File: src/rtl/hex_display_capture.sv
// hex_display_capture: hex debug display front end.
// Registers a live bus, holds a snapshot taken on load, and drives a live
// seven-segment bank, a captured bank and one time-multiplexed scan port.
// On the scan port, digits whose live value differs from the snapshot can blink.

module hex_display_capture #(
    parameter int N_DIGITS     = 4,
    parameter int SCAN_DIV     = 1024,
    parameter int BLINK_FRAMES = 64
) (
    input  logic                    clk,
    input  logic                    rst,
    input  logic [4*N_DIGITS-1:0]   din,
    input  logic                    load,
    input  logic                    clear,
    input  logic                    show_live,
    input  logic                    blink_en,
    output logic [7*N_DIGITS-1:0]   seg_live,
    output logic [7*N_DIGITS-1:0]   seg_cap,
    output logic                    cap_valid,
    output logic [6:0]              scan_seg,
    output logic [N_DIGITS-1:0]     scan_an
);

    localparam int IDX_W   = (N_DIGITS > 1) ? $clog2(N_DIGITS) : 1;
    localparam int DIV_W   = $clog2(SCAN_DIV);
    localparam int FRAME_W = (BLINK_FRAMES > 1) ? $clog2(BLINK_FRAMES) : 1;

    logic [4*N_DIGITS-1:0] live_q;
    logic [4*N_DIGITS-1:0] cap;
    logic [N_DIGITS-1:0]   dirty;

    logic [DIV_W-1:0]      div;
    logic [IDX_W-1:0]      idx;
    logic [FRAME_W-1:0]    frame;
    logic                  blink_phase;

    logic                  div_last;
    logic                  idx_last;
    logic                  frame_last;

    logic [3:0]            live_digit;
    logic [3:0]            cap_digit;
    logic                  dirty_sel;

    // Active-low segment pattern (bit0 = a .. bit6 = g) for one hex digit.
    function automatic logic [6:0] hex_to_seg(input logic [3:0] value);
        logic [6:0] seg;
        case (value)
            4'h0: seg = 7'h40;
            4'h1: seg = 7'h79;
            4'h2: seg = 7'h24;
            4'h3: seg = 7'h30;
            4'h4: seg = 7'h19;
            4'h5: seg = 7'h12;
            4'h6: seg = 7'h02;
            4'h7: seg = 7'h78;
            4'h8: seg = 7'h00;
            4'h9: seg = 7'h10;
            4'hA: seg = 7'h08;
            4'hB: seg = 7'h03;
            4'hC: seg = 7'h46;
            4'hD: seg = 7'h21;
            4'hE: seg = 7'h06;
            default: seg = 7'h0E;
        endcase
        return seg;
    endfunction

    // Live bus is re-registered every cycle so both banks see a clean value.
    always_ff @(posedge clk) begin
        if (rst) begin
            live_q <= '0;
        end else begin
            live_q <= din;
        end
    end

    // Snapshot register: clear wins over load, and every load recaptures.
    always_ff @(posedge clk) begin
        if (rst) begin
            cap       <= '0;
            cap_valid <= 1'b0;
        end else if (clear) begin
            cap       <= '0;
            cap_valid <= 1'b0;
        end else if (load) begin
            cap       <= din;
            cap_valid <= 1'b1;
        end
    end

    assign div_last   = (div == DIV_W'(SCAN_DIV - 1));
    assign idx_last   = (idx == IDX_W'(N_DIGITS - 1));
    assign frame_last = (frame == FRAME_W'(BLINK_FRAMES - 1));

    // Scan timing chain: slot divider -> digit index -> frame count -> blink phase.
    always_ff @(posedge clk) begin
        if (rst) begin
            div         <= '0;
            idx         <= '0;
            frame       <= '0;
            blink_phase <= 1'b0;
        end else begin
            div <= div_last ? '0 : div + DIV_W'(1);
            if (div_last) begin
                idx <= idx_last ? '0 : idx + IDX_W'(1);
                if (idx_last) begin
                    frame <= frame_last ? '0 : frame + FRAME_W'(1);
                    if (frame_last) begin
                        blink_phase <= ~blink_phase;
                    end
                end
            end
        end
    end

    // Parallel banks and per-digit dirty flags.
    for (genvar g = 0; g < N_DIGITS; g++) begin : g_digit
        assign seg_live[7*g +: 7] = hex_to_seg(live_q[4*g +: 4]);
        assign seg_cap[7*g +: 7]  = cap_valid ? hex_to_seg(cap[4*g +: 4]) : 7'h7F;
        assign dirty[g]           = cap_valid && (live_q[4*g +: 4] != cap[4*g +: 4]);
    end

    // Select the digit currently being scanned and its active-low anode.
    always_comb begin
        live_digit = 4'h0;
        cap_digit  = 4'h0;
        dirty_sel  = 1'b0;
        scan_an    = '1;
        for (int i = 0; i < N_DIGITS; i++) begin
            if (idx == IDX_W'(i)) begin
                live_digit = live_q[4*i +: 4];
                cap_digit  = cap[4*i +: 4];
                dirty_sel  = dirty[i];
                scan_an[i] = 1'b0;
            end
        end
    end

    // Scan segments: blank a dirty digit during the blink phase, else show the chosen source.
    always_comb begin
        scan_seg = 7'h7F;
        if (blink_en && blink_phase && dirty_sel) begin
            scan_seg = 7'h7F;
        end else if (show_live) begin
            scan_seg = hex_to_seg(live_digit);
        end else if (cap_valid) begin
            scan_seg = hex_to_seg(cap_digit);
        end
    end

endmodule

File: config.mk
export PLATFORM = sky130hd
export DESIGN_NAME = hex_display_capture
export DESIGN_NICKNAME = d
export VERILOG_FILES = /design/src/rtl/hex_display_capture.sv
export SDC_FILE = /design/constraint.sdc
export NUM_CORES = 1
export LEC_CHECK = 0
export CAP_MARGIN = 30
export CORE_MARGIN = 2
export CORE_UTILIZATION = 40
export CTS_CLUSTER_SIZE = 8
export DETAILED_ROUTE_END_ITERATION = 16
export PLACE_DENSITY = 0.59
export SETUP_SLACK_MARGIN = 0.05
export SLEW_MARGIN = 20
export SYNTH_ARGS = -nofsm -noshare
export SYNTH_HDL_FRONTEND = slang
export SYNTH_SLANG_ARGS = --single-unit
File: constraint.sdc
create_clock -name clk -period 3.6 [get_ports clk]
set_input_delay 0.72 -clock clk [delete_from_list [all_inputs] [get_ports clk]]
set_output_delay 0.72 -clock clk [all_outputs]
set_load 0.02 [all_outputs]
* Word-level counts from Yosys, hierarchy flattened
Memories as Yosys holds them, arrays and structs flattened. A register that Yosys moved wholly into a read port is not among the register bits.
Index checks and enable logic that the tools add are counted.
** Word-level totals
- Word-level logic and storage cells :: 78
- Input bits :: 22
- Flip-flop bits (word level) :: 52
- Bits in writable memories :: 0
- Memory bits (read-only) :: 1120
- Memories kept :: 10
- Bits in latches :: 0
** Memories
- (name not given) :: words 16, width 7, read ports 1, clocked after memory_dff 0, wr ports 0, line 49 : case (value)
- (name not given) :: words 16, width 7, read ports 1, clocked after memory_dff 0, wr ports 0, line 49
- (name not given) :: words 16, width 7, read ports 1, clocked after memory_dff 1, wr ports 0, line 49
- (name not given) :: words 16, width 7, read ports 1, clocked after memory_dff 1, wr ports 0, line 49
- (name not given) :: words 16, width 7, read ports 1, clocked after memory_dff 1, wr ports 0, line 49
- (name not given) :: words 16, width 7, read ports 1, clocked after memory_dff 1, wr ports 0, line 49
- 4 more memories
** Cells by class
- $lt $le $gt $ge :: 0
- Bitwise gates (word level) :: 1
- $add $sub $neg :: 3
- Shift operators :: 0
- Muxes and demuxes :: 37
- Reductions and logical operators :: 11
- Equal/unequal tests :: 9
- Divide/modulo/power cells :: 0
- Multiply operators :: 0
** Operators by type and width (count)
- $mux W4 :: 20
- $mux W7 :: 7
- $ne A4 B4 Y1 :: 4
- $add A10 B1 Y10 const B :: 1
- $eq A10 B10 Y1 const B :: 1
- $mux W1 :: 8
- $add A6 B1 Y6 const B :: 1
- $eq A6 B6 Y1 const B :: 1
- $logic_and A1 B1 Y1 :: 6
- $mux W6 :: 1
- $eq A2 B2 Y1 const B :: 2
- $reduce_or A2 Y1 :: 2
- $reduce_and A3 Y1 :: 1
- $add A2 B1 Y2 const B :: 1
- $eq A2 B1 Y1 const B :: 1
- $logic_not A2 Y1 :: 1
- $mux W2 :: 1
- $reduce_and A2 Y1 :: 1
- $not A1 Y1 :: 1

* Depth between registers and ports, before layout
Gate-level depths: netlist of the first run.
An unclocked memory read counts as a cell.
- Depth in word-level cells :: 9
- Depth in mapped cells :: 11

* Worst setup path before layout of the first run
No wires, ideal clock.
- Path type :: register to output
- From :: reg idx[0]
- To :: out scan_seg[4]
- Cell stages (with the launch flop) :: 11
- Arrival :: 2.354 ns
- Setup slack :: 0.526 ns
- Data required time :: 2.880 ns
- Path buffers :: 0
- Path through :: dfxtp_1 > inv_1 > ha_1 > or2_2 > a221o_1 > o221ai_1 > inv_1 > ha_1 > o31ai_1 > a21oi_1 > o21ai_1
** On the way
- Word-level cells in the longest chain between the ends :: 9
- Elaborated cells on any way between the ends :: 22
- Those cells by class :: eq/ne: 3; mux: 15; reduce/logical: 2; memory: 2
** RTL lines
- from (decl) :: line 34 : logic [IDX_W-1:0] idx;
- from (signal assigned) :: line 107 : idx <= idx_last ? '0 : idx + IDX_W'(1);
- $logic_not A2 Y1 :: line 132 : if (idx == IDX_W'(i)) begin
- $mux W4 (4 in a row) :: line 132
- $mem_v2 Z16 W7
- $mux W7 :: line 148 : end else if (cap_valid) begin
- $mux W7 :: line 146 : end else if (show_live) begin
- $mux W7 * :: line 144 : if (blink_en && blink_phase && dirty_sel) begin
- to (decl) :: line 21 : output logic [6:0] scan_seg,
Every way passes the cells marked *; elsewhere a longest branch is shown, timed or not.

* Worst setup path after layout of the first run
- From :: reg idx[1]
- To :: out scan_seg[4]
The elaborated chain is that of the path after synthesis.

==> results of run 1 <==
## synth_stat cells, drive strengths merged (3+ instances only)
master / count / area (um2)
o31ai: 6 / 45.0
mux2i: 37 / 370
a221oi: 3 / 32.5
o22ai: 20 / 125
nor2b: 11 / 71.3
clkbuf: 19 / 71.3
dfxtp: 108 / 2160
o311ai: 3 / 26.3
a31oi: 9 / 56.3
xnor2: 18 / 158
ha: 66 / 826
nor3b: 6 / 45.0
buf: 15 / 100
nand2b: 35 / 219
clkinv: 3 / 11.3
xor2: 12 / 105
mux4: 4 / 90.1
o21ai: 27 / 135
and3: 3 / 18.8
nand3b: 6 / 45.0
a211oi: 8 / 65.1
and4: 3 / 26.3
mux2: 9 / 105
nor2: 88 / 340
nand3: 13 / 65.1
nand2: 62 / 233
inv: 55 / 206
nor3: 13 / 65.1
nand4: 9 / 56.3
o32ai: 3 / 26.3
a32oi: 3 / 26.3
a21oi: 31 / 155
or2: 3 / 18.8
## metrics by stage
step | utilization [%] | hold slack, ns | area, um2 | worst slack, ns
3_5_place_dp | 48.5 | 0.434 | 7430 | -0.0782
2_1_floorplan | - | 0.413 | 6310 | 0.526
3_3_place_gp | 48.5 | 0.424 | 7430 | 0.0220
4_1_cts | 51.0 | 0.448 | 7810 | 0.0351
6_report | 51.6 | 0.450 | 7900 | 0.163
5_1_grt | 51.6 | 0.472 | 7900 | 0.0273
## cell type report
class	instances	area (um2)
fill	1435	7420
multi-input combinational	534	3880
sequential	108	2170
timing repair buffer	111	1050
tap	211	264
clock buffer	12	246
inverter	58	218
clock inverter	4	72.6
## path summary, 6_finish.rpt
check	end	start
min reg2reg	div[0]	div[0]
max reg2reg	blink_phase	div[0]
min	div[0]	div[0]
max	scan_seg[4]	idx[1]
## per-layer routing
metal  track usage, %  vias up
met5                0        -
met4             7.02        0
met3             4.09       23
met2             31.7      120
met1             24.4     2553
li1                 -     2694
## logic make-up (layout without fill, tap and decap cells)
kind of cell,count (synthesis),after routing,synth area share (%)
DFF,108,108,34.3
and+or+nand+nor,255,255,19.4
muxes,50,50,8.96
buffers and inverters,92,185,6.17
adders and majority gates,66,66,13.1
AOI/OAI and AO/OA,133,133,14.0
xor gates and xnor gates,30,30,4.16
## layout by cell type (no fill, tap or decap), drive strengths merged, types with 3 or more instances in the layout
cell type	synthesis	layout
buf	15	28
o32ai	3	3
o22ai	20	20
and3	3	3
mux2i	37	37
nor3b	6	6
inv	55	55
a21oi	31	31
mux2	9	9
o311ai	3	3
nor3	13	13
nand4	9	9
o21ai	27	27
clkbuf	19	13
nand3b	6	6
xnor2	18	18
a211oi	8	8
a221oi	3	3
a31oi	9	9
mux4	4	4
clkinv	3	4
or2	3	3
dfxtp	108	108
a32oi	3	3
nand2	62	62
clkdlybuf4s50	0	82
nor2	88	88
ha	66	66
xor2	12	12
nand3	13	13
nand2b	35	35
and4	3	3
nor2b	11	11
o31ai	6	6
## power groups by stage
stage               Clock [mW]  Combinational (mW)  Sequential [mW]
floorplan                    0               0.286             1.34
global placement             0               0.504             1.32
detailed placement           0               0.512             1.32
CTS                       1.09               0.515             1.29
global route              1.14               0.569             1.29
finish                    1.06               0.520             1.29
## worst max-delay path: stages, from the launching register on
cell and delay, ns:
dfxtp_2 0.38, inv_1 0.10, ha_4 0.20, nor2b_2 0.25, a221o_1 0.24, o221ai_4 0.17
ha_4 0.22, buf_4 0.13, mux2_4 0.26, a21oi_1 0.15, o21ai_1 0.07, buf_2 0.17
## what timing repair did
action	4_1_cts	5_1_grt
resized for setup	29	33
pin swaps	3	6
setup endpoints to repair	7	7
endpoints found under the hold margin	0	0
buffers inserted	2	3
hold buffers	0	0
==> impl_metrics.prom, run 1 <==
# TYPE chip_impl_metric gauge
chip_impl_metric{name="cp_max_fo",unit=""} 8
chip_impl_metric{name="dp.final_hpwl",unit="um"} 11700
chip_impl_metric{name="p_seq_share",unit="%"} 44.9
chip_impl_metric{name="core_rows",unit=""} 45
chip_impl_info{name="holdCritPathClass",value="register to register"} 1
chip_impl_metric{name="clock_latency",unit="ns"} 0.35
chip_impl_metric{name="grt_pass1_wl",unit="um"} 25700
chip_impl_metric{name="finClkSkew",unit="ns"} 0.00890
chip_impl_metric{name="grt_antenna_before_repair",unit=""} 0
chip_impl_metric{name="fp.dieW",unit="um"} 130
chip_impl_metric{name="detailroute.wirelength.met3",unit="um"} 709
chip_impl_metric{name="fin_setup_tns",unit="ns"} 0
chip_impl_metric{name="nNetsFinal",unit=""} 910
chip_impl_metric{name="min_period",unit="ns"} 3.44
chip_impl_metric{name="reg2reg_path_depth",unit=""} 7
chip_impl_metric{name="share_comb_of_total_power",unit="%"} 18.1
chip_impl_metric{name="grt-ovfl-total",unit=""} 0
chip_impl_metric{name="worst_slew_margin_rel",unit="%"} 60.3
chip_impl_metric{name="grt_start_max_net_pins",unit=""} 35
chip_impl_info{name="clock_tree_from_tritoncts",value="yes"} 1
chip_impl_metric{name="postSynthRegisterBits",unit=""} 108
chip_impl_metric{name="vias",unit=""} 5390
chip_impl_metric{name="ys.warnings.count",unit=""} 0
chip_impl_metric{name="worst_ir_drop_vdd",unit="mV"} 0.217
chip_impl_metric{name="power_switching_share",unit="%"} 26.3
chip_impl_metric{name="gr-usage-all-layers",unit="%"} 19.1
chip_impl_metric{name="synth-edff-count",unit=""} 0
chip_impl_metric{name="routed_wirelength",unit="um"} 15600
chip_impl_metric{name="synth_area",unit="mm2"} 0.00631
chip_impl_metric{name="grt_pass1_vias",unit=""} 5305
chip_impl_metric{name="drt-met1-wl",unit="um"} 7130
chip_impl_metric{name="worst_ep_required_time",unit="ns"} 2.88
chip_impl_metric{name="final.period_utilization",unit="%"} 95.5
chip_impl_metric{name="chip_height",unit="um"} 130
chip_impl_metric{name="clk_pin_slew",unit="ns"} 0.07
chip_impl_info{name="status",value="finished clean"} 1
chip_impl_metric{name="async_reset_ff_share",unit="%"} 0
chip_impl_metric{name="netlist_instances",unit=""} 734
chip_impl_metric{name="drt_drc_violations_left",unit=""} 0
chip_impl_metric{name="cts.sink_count",unit=""} 108
chip_impl_metric{name="num_io_pins",unit=""} 90
chip_impl_metric{name="tightestPinTransition",unit="ns"} 0.594
chip_impl_metric{name="design_power_total",unit="mW"} 2.87
chip_impl_metric{name="wl_per_cell",unit="um"} 15.0
chip_impl_metric{name="initial_core_util",unit="%"} 41.2
chip_impl_metric{name="antenna_cell_count",unit=""} 0
chip_impl_metric{name="power_switching",unit="mW"} 0.756
chip_impl_metric{name="dr_wl_met2",unit="um"} 7480
chip_impl_metric{name="fmaxAchievable",unit="GHz"} 0.291
chip_impl_info{name="critical_path.startpoint_type",value="register"} 1
chip_impl_metric{name="cap_violations",unit=""} 0
chip_impl_metric{name="p_leak",unit="nW"} 3.30
chip_impl_info{name="timing.critical_path.to_type",value="primary output"} 1
chip_impl_metric{name="setup_viol",unit=""} 0
chip_impl_metric{name="p_int",unit="mW"} 2.12
chip_impl_metric{name="place.gp.congestion",unit=""} 0.872
chip_impl_metric{name="ant_nets",unit=""} 0
chip_impl_metric{name="area_growth_syn_to_layout",unit="%"} 25.1
chip_impl_metric{name="cp.arrival",unit="ns"} 2.72
chip_impl_metric{name="detailedRoute.firstPassIterationCount",unit=""} 4
chip_impl_metric{name="synthesis.nets",unit=""} 822
chip_impl_metric{name="maxSlewViolCount",unit=""} 0
chip_impl_metric{name="fp.dieArea",unit="mm2"} 0.0168
chip_impl_metric{name="core_area",unit="mm2"} 0.0153
chip_impl_metric{name="r2r_slack",unit="ns"} 1.63
chip_impl_metric{name="synth_seq_area_share",unit="%"} 34.3
chip_impl_metric{name="netlist-cell-type-count",unit=""} 59
chip_impl_metric{name="whs_path_depth",unit=""} 1
chip_impl_info{name="setup.worst_path.class",value="register to primary output"} 1
chip_impl_metric{name="clkPwrFrac",unit="%"} 37.1
chip_impl_metric{name="synth_area_per_cell",unit="um2"} 8.60
chip_impl_metric{name="initialDrtViolationCount",unit=""} 198
chip_impl_info{name="grt_setup_unrepaired",value="true"} 1
chip_impl_metric{name="pwr_density_cell",unit="mW/mm2"} 364
chip_impl_metric{name="final-hold-violation-count",unit=""} 0
chip_impl_metric{name="final_layout_size_suffix_gt1_share",unit="%"} 10.6
chip_impl_info{name="ctsRootBufferMaster",value="clkbuf_16"} 1
chip_impl_metric{name="place.port_buffers",unit=""} 89
chip_impl_metric{name="h-tree-depth",unit=""} 3
chip_impl_info{name="dominantRegCellSynth",value="dfxtp_1"} 1
chip_impl_metric{name="cts-buffers-inserted",unit=""} 9
chip_impl_metric{name="cts.path.max_buffers",unit=""} 2
chip_impl_metric{name="dp_cells",unit=""} 1017
chip_impl_metric{name="viasPerCell",unit=""} 5.19
chip_impl_info{name="maxUsedRoutingLayer",value="met4"} 1
chip_impl_metric{name="layoutNonFillerInstCount",unit=""} 1038
No activity file was read; power rests on OpenSTA's default activity.
==> inputs of run 2 (changes only) <==
--- a/config.mk
+++ b/config.mk
@@ -11,6 +11,7 @@
 export CTS_CLUSTER_SIZE = 8
 export DETAILED_ROUTE_END_ITERATION = 16
 export PLACE_DENSITY = 0.59
+export RECOVER_POWER = 25
 export SETUP_SLACK_MARGIN = 0.05
 export SLEW_MARGIN = 20
 export SYNTH_ARGS = -nofsm -noshare
==> constraint.sdc (replaced) <==
create_clock -name clk -period 4.1 [get_ports clk]
set_input_delay 0.82 -clock clk [delete_from_list [all_inputs] [get_ports clk]]
set_output_delay 0.82 -clock clk [all_outputs]
set_load 0.02 [all_outputs]
==> run 2 against run 1 <==
Net effect: largest power group unchanged; register-to-register slack improved by 0.47 ns; setup slack improved by 0.084 ns; non-clock buffer count decreased by 11; sequential share of layout area increased by 0.50 points; largest cell class unchanged; count of clock-buffer cells in the layout decreased by 2; routed wire length decreased by 4.2%.
==> impl_metrics.prom, run 2 (synthesis gave the netlist of run 1 again) <==
# TYPE chip_impl_metric gauge
chip_impl_metric{name="worst_ir_drop_vdd",unit="mV"} 0.225
chip_impl_metric{name="maxSlewViolCount",unit=""} 0
chip_impl_metric{name="drt_drc_violations_left",unit=""} 0
chip_impl_metric{name="cts.path.max_buffers",unit=""} 2
chip_impl_metric{name="multi_input_area",unit="mm2"} 0.00379
chip_impl_info{name="final_common_cell",value="dfxtp_1"} 1
chip_impl_metric{name="dp_cells",unit=""} 1007
chip_impl_metric{name="antenna_cell_count",unit=""} 0
chip_impl_metric{name="grt_antenna_before_repair",unit=""} 0
chip_impl_metric{name="ff_latch_area",unit="mm2"} 0.00216
chip_impl_metric{name="ant_nets",unit=""} 0
chip_impl_metric{name="gr-usage-all-layers",unit="%"} 18.3
chip_impl_metric{name="vias",unit=""} 5322
chip_impl_metric{name="grt_start_max_net_pins",unit=""} 35
chip_impl_info{name="ctsRootBufferMaster",value="clkbuf_16"} 1
chip_impl_info{name="critical_path.startpoint_type",value="register"} 1
chip_impl_metric{name="place.gp.congestion",unit=""} 0.847
chip_impl_metric{name="wl_per_cell",unit="um"} 14.6
chip_impl_metric{name="grt_pass1_wl",unit="um"} 24500
chip_impl_metric{name="min_period",unit="ns"} 3.85
chip_impl_metric{name="area_growth_syn_to_layout",unit="%"} 22.6
chip_impl_metric{name="fin_setup_tns",unit="ns"} 0
chip_impl_metric{name="place.port_buffers",unit=""} 89
chip_impl_metric{name="core_area",unit="mm2"} 0.0153
chip_impl_metric{name="final_layout_size_suffix_gt1_share",unit="%"} 6.62
chip_impl_info{name="grt_setup_unrepaired",value="false"} 1
chip_impl_metric{name="h-tree-depth",unit=""} 3
chip_impl_metric{name="clk_pin_slew",unit="ns"} 0.07
chip_impl_metric{name="core_rows",unit=""} 45
chip_impl_info{name="setup.worst_path.class",value="register to primary output"} 1
chip_impl_info{name="clock_tree_from_tritoncts",value="yes"} 1
chip_impl_metric{name="detailedRoute.firstPassIterationCount",unit=""} 5
chip_impl_metric{name="grt-ovfl-total",unit=""} 0
chip_impl_metric{name="worst_slew_margin_rel",unit="%"} 0.885
chip_impl_metric{name="fill_cells",unit=""} 1444
chip_impl_metric{name="viasPerCell",unit=""} 5.18
chip_impl_info{name="timing.critical_path.to_type",value="primary output"} 1
chip_impl_metric{name="final-hold-violation-count",unit=""} 0
chip_impl_metric{name="p_leak",unit="nW"} 3.31
chip_impl_metric{name="hold_buffers",unit=""} 0
chip_impl_metric{name="grt_pass1_vias",unit=""} 4915
chip_impl_metric{name="routed_wirelength",unit="um"} 15000
chip_impl_metric{name="initial_core_util",unit="%"} 41.2
chip_impl_metric{name="layoutNonFillerInstCount",unit=""} 1027
chip_impl_metric{name="fp.dieArea",unit="mm2"} 0.0168
chip_impl_metric{name="nNetsFinal",unit=""} 899
chip_impl_metric{name="cap_violations",unit=""} 0
chip_impl_metric{name="worst_ep_required_time",unit="ns"} 3.28
chip_impl_metric{name="clock_latency",unit="ns"} 0.35
chip_impl_metric{name="final.period_utilization",unit="%"} 94.0
chip_impl_metric{name="chip_height",unit="um"} 130
chip_impl_info{name="final_cell_mix",value="108 x dfxtp_1, 83 x nor2_1, 63 x ha_1"} 1
chip_impl_metric{name="cts.sink_count",unit=""} 108
chip_impl_info{name="status",value="finished clean"} 1
chip_impl_metric{name="initialDrtViolationCount",unit=""} 252
chip_impl_metric{name="setup_viol",unit=""} 0
chip_impl_metric{name="cp_max_fo",unit=""} 6
chip_impl_metric{name="pwr_density_cell",unit="mW/mm2"} 324
chip_impl_info{name="holdCritPathClass",value="register to register"} 1
chip_impl_metric{name="finClkSkew",unit="ns"} 0.00673
chip_impl_metric{name="tightestPinTransition",unit="ns"} 1.49
chip_impl_metric{name="fmaxAchievable",unit="GHz"} 0.259
chip_impl_metric{name="num_io_pins",unit=""} 90
chip_impl_metric{name="cts-buffers-inserted",unit=""} 9
chip_impl_metric{name="cp.arrival",unit="ns"} 3.03
chip_impl_metric{name="fp.dieW",unit="um"} 130
chip_impl_metric{name="dp.final_hpwl",unit="um"} 11400
-- run 2: cell types whose count changed in the layout (fill, tap and decap cells not counted), sizes merged --
| cell | delta |
|---|---|
| dlygate4sd3 | +21 |
| dlymetal6s2s | +5 |
| clkinv | +3 |
| clkinvlp | -1 |
| dlygate4sd2 | +2 |
| buf | -19 |
| clkdlybuf4s50 | -21 |
| clkbuf | -1 |
-- run 2: area by class of cell --
type / instances / share of cell area [%]
Clock buffer: 10 / 3.09
Clock inverter: 6 / 1.13
Inverter: 58 / 2.81
Multi-Input combinational cell: 534 / 49.0
Sequential cell: 108 / 27.9
Tap cell: 211 / 3.41
Timing Repair Buffer: 100 / 12.6
-- run 2: where the power goes --
| part | switching, mW | internal (mW) |
|---|---|---|
| Clock | 0.389 | 0.552 |
| Combinational | 0.246 | 0.192 |
| Sequential | 0.0263 | 1.10 |
| Total | 0.662 | 1.85 |
-- run 2: layer usage --
metal,vias to the layer above,global-route usage (%),wire [um]
li1,2681,-,-
met1,2468,24.5,7070
met2,155,29.7,6930
met3,18,2.56,618
met4,0,7.40,339
met5,-,0,0
-- run 2: critical path: stages (launching register included) --
cell and delay (ns):
dfxtp_1 0.40, inv_1 0.09, ha_1 0.21, or2_2 0.34, a221o_1 0.30, o221ai_2 0.15, inv_1 0.15, ha_1 0.22
o31ai_1 0.24, a21oi_1 0.07, o21ai_1 0.15, dlygate4sd2_1 0.36
-- run 2: per-stage QoR --
stage	power [mW]	instance area [um2]	hold WS, ns	util, %	setup slack (ns)
after detailed placement	1.60	7350	0.436	48.0	0.175
after global routing	2.63	7740	0.462	50.5	0.0490
after floorplan	1.43	6310	0.413	-	0.926
after CTS	2.54	7710	0.446	50.3	0.000470
final	2.51	7740	0.442	50.5	0.246
after global placement	1.59	7350	0.433	48.0	0.340
-- run 2: timing repair --
action / in CTS / in global routing
setup endpoints to repair: 7 / 7
resized for setup: 8 / 7
setup buffers: 2 / 2
pin swaps: 1 / 2
-- run 2: worst paths after layout --
check | startpoint | endpoint | slack [ns] | cells past startpoint
hold reg to reg | div[0] | div[0] | 0.44 | 1
setup / recovery | idx[0] | scan_seg[4] | 0.25 | 11
hold / removal | div[0] | div[0] | 0.44 | 1
setup reg to reg | div[0] | blink_phase | 2.10 | 7
==> inputs of run 3 (changes only) <==
==> constraint.sdc (replaced) <==
create_clock -name clk -period 4.1 [get_ports clk]
set_input_delay 0.82 -clock clk [delete_from_list [all_inputs] [get_ports clk]]
set_output_delay 0.82 -clock clk [all_outputs]
set_load 0.1 [all_outputs]
==> run 3 against run 2 <==
Net effect: the run now ends with capacitance limit, slew limit left; non-clock buffer count decreased by 6; utilization increased by 0.16 points; critical path depth unchanged; clock skew increased by 0.00064 ns; count of clock-buffer cells in the layout decreased by 1; flip-flop and latch count unchanged; worst hold slack improved by 0.014 ns; register-to-register slack got worse by 0.08 ns; cell count decreased by 0.58%; sequential share of layout area decreased by 0.086 points; total power increased by 9.9%; critical endpoint is now scan_seg[3]; largest cell class unchanged.
==> impl_metrics.prom, run 3 (synthesis gave the netlist of run 1 again) <==
# TYPE chip_impl_metric gauge
chip_impl_info{name="status",value="finished, violations left"} 1
chip_impl_info{name="violations_in_the_final_reports",value="capacitance limit, slew limit"} 1
chip_impl_metric{name="viasPerCell",unit=""} 5.18
chip_impl_metric{name="initial_core_util",unit="%"} 41.2
chip_impl_metric{name="nNetsFinal",unit=""} 893
chip_impl_metric{name="fill_cells",unit=""} 1454
chip_impl_info{name="grt_setup_unrepaired",value="false"} 1
chip_impl_info{name="critical_path.startpoint_type",value="register"} 1
chip_impl_metric{name="core_rows",unit=""} 45
chip_impl_metric{name="worst_slew_margin_rel",unit="%"} -0.0920
chip_impl_metric{name="grt_start_max_net_pins",unit=""} 35
chip_impl_metric{name="routed_wirelength",unit="um"} 15200
chip_impl_metric{name="layoutNonFillerInstCount",unit=""} 1021
chip_impl_metric{name="core_area",unit="mm2"} 0.0153
chip_impl_metric{name="clock_latency",unit="ns"} 0.36
chip_impl_metric{name="area_growth_syn_to_layout",unit="%"} 23.0
chip_impl_metric{name="wl_per_cell",unit="um"} 14.9
chip_impl_metric{name="cts.sink_count",unit=""} 108
chip_impl_metric{name="cp.arrival",unit="ns"} 3.09
chip_impl_metric{name="gr-usage-all-layers",unit="%"} 18.5
chip_impl_metric{name="cap_violations",unit=""} 1
chip_impl_info{name="final_common_cell",value="dfxtp_1"} 1
chip_impl_info{name="timing.critical_path.to_type",value="primary output"} 1
chip_impl_metric{name="place.gp.congestion",unit=""} 0.858
chip_impl_metric{name="dp.final_hpwl",unit="um"} 11500
chip_impl_info{name="ctsRootBufferMaster",value="clkbuf_16"} 1
chip_impl_metric{name="ant_nets",unit=""} 0
chip_impl_metric{name="place.port_buffers",unit=""} 89
chip_impl_metric{name="grt_pass1_wl",unit="um"} 25100
chip_impl_metric{name="detailedRoute.firstPassIterationCount",unit=""} 4
chip_impl_metric{name="fp.dieW",unit="um"} 130
chip_impl_metric{name="num_io_pins",unit=""} 90
chip_impl_info{name="final_cell_mix",value="108 x dfxtp_1, 83 x nor2_1, 78 x clkdlybuf4s50_1"} 1
chip_impl_metric{name="tightestPinTransition",unit="ns"} 1.50
chip_impl_metric{name="h-tree-depth",unit=""} 3
chip_impl_metric{name="initialDrtViolationCount",unit=""} 271
chip_impl_metric{name="cts-buffers-inserted",unit=""} 9
chip_impl_metric{name="final.period_utilization",unit="%"} 95.3
chip_impl_metric{name="worst_ep_required_time",unit="ns"} 3.28
chip_impl_metric{name="p_leak",unit="nW"} 3.24
chip_impl_metric{name="drt_drc_violations_left",unit=""} 0
chip_impl_metric{name="fin_setup_tns",unit="ns"} 0
chip_impl_metric{name="final_core_utilization",unit="%"} 50.7
chip_impl_metric{name="grt_antenna_before_repair",unit=""} 0
chip_impl_metric{name="cts.path.max_buffers",unit=""} 2
chip_impl_metric{name="setup_viol",unit=""} 0
chip_impl_metric{name="clk_pin_slew",unit="ns"} 0.07
chip_impl_metric{name="final-hold-violation-count",unit=""} 0
chip_impl_info{name="holdCritPathClass",value="register to register"} 1
chip_impl_metric{name="grt_pass1_vias",unit=""} 5190
chip_impl_metric{name="maxSlewViolCount",unit=""} 34
chip_impl_metric{name="fp.dieArea",unit="mm2"} 0.0168
chip_impl_metric{name="pwr_density_cell",unit="mW/mm2"} 355
chip_impl_metric{name="post_cts.repair.setup_buffers",unit=""} 0
chip_impl_info{name="setup.worst_path.class",value="register to primary output"} 1
chip_impl_metric{name="dp_cells",unit=""} 1005
chip_impl_metric{name="vias",unit=""} 5288
chip_impl_metric{name="antenna_cell_count",unit=""} 0
chip_impl_metric{name="worst_ir_drop_vdd",unit="mV"} 0.200
chip_impl_info{name="clock_tree_from_tritoncts",value="yes"} 1
chip_impl_metric{name="chip_height",unit="um"} 130
chip_impl_metric{name="finClkSkew",unit="ns"} 0.00737
chip_impl_metric{name="cp_max_fo",unit=""} 12
chip_impl_metric{name="final_layout_size_suffix_gt1_share",unit="%"} 7.78
chip_impl_metric{name="fmaxAchievable",unit="GHz"} 0.256
chip_impl_metric{name="min_period",unit="ns"} 3.91
chip_impl_metric{name="grt-ovfl-total",unit=""} 0
chip_impl_metric{name="design_power_total",unit="mW"} 2.76
-- run 3: cell count changes in the layout (fill, tap and decap cells not counted), sizes merged --
cell	previous run	this run
clkbuf	12	11
buf	9	12
clkinv	7	6
dlygate4sd2	2	0
clkdlybuf4s50	61	78
bufinv	2	1
clkinvlp	0	3
dlymetal6s2s	5	0
dlygate4sd3	21	2
-- run 3: critical path, cell delays in order (launching register included) --
cell	delay (ns)
dfxtp_1	0.41
inv_1	0.09
ha_2	0.27
or2_2	0.36
a221oi_1	0.34
nor2_2	0.15
inv_1	0.15
ha_1	0.26
o2111ai_1	0.21
nand2_1	0.10
o21ai_2	0.20
buf_12	0.20
-- run 3: layer usage --
| layer | part of all wire, % | track usage (%) |
|---|---|---|
| met1 | 46 | 24.4 |
| met2 | 48 | 30.6 |
| met3 | 4.0 | 2.89 |
| met4 | 1.9 | 7.02 |
| met5 | 0 | 0 |
-- run 3: cell type report --
cell class,instances,area [um2],share of cell area [%]
repair buffers,94,986,12.7
multi-input cells,534,3820,49.2
well taps,211,264,3.40
clock inverters,7,87.6,1.13
clock buffers,9,225,2.90
flip-flops and latches,108,2160,27.9
inverters,58,221,2.85
-- run 3: report_power, final --
part | switching [mW] | total (mW) | internal, mW | leakage [nW]
registers | 0.0268 | 1.13 | 1.10 | 0.889
clock network | 0.416 | 0.899 | 0.483 | 0.145
logic | 0.515 | 0.729 | 0.214 | 2.20
-- run 3: per-stage QoR --
stage          hold slack, ns  cell area, um2  setup slack (ns)
2_1_floorplan           0.413            6350             0.113
3_3_place_gp            0.431            7440             0.553
3_5_place_dp            0.439            7440             0.350
5_1_grt                 0.472            7760            0.0610
4_1_cts                 0.456            7760            0.0599
6_report                0.457            7760             0.193
-- run 3: path summary, 6_finish.rpt --
kind / endpoint / slack, ns / depth (start not counted) / from
setup / recovery: scan_seg[3] / 0.19 / 11 / idx[0]
hold / removal: div[0] / 0.46 / 1 / div[0]
setup reg to reg: blink_phase / 2.02 / 6 / idx[0]
hold reg to reg: div[0] / 0.46 / 1 / div[0]
-- run 3: what timing repair did --
item                                    CTS  global route
cloned                                    0             0
pin swaps                                 0             0
resized for setup                         1             4
endpoints found under the setup margin    5             7
hold buffers                              0             0
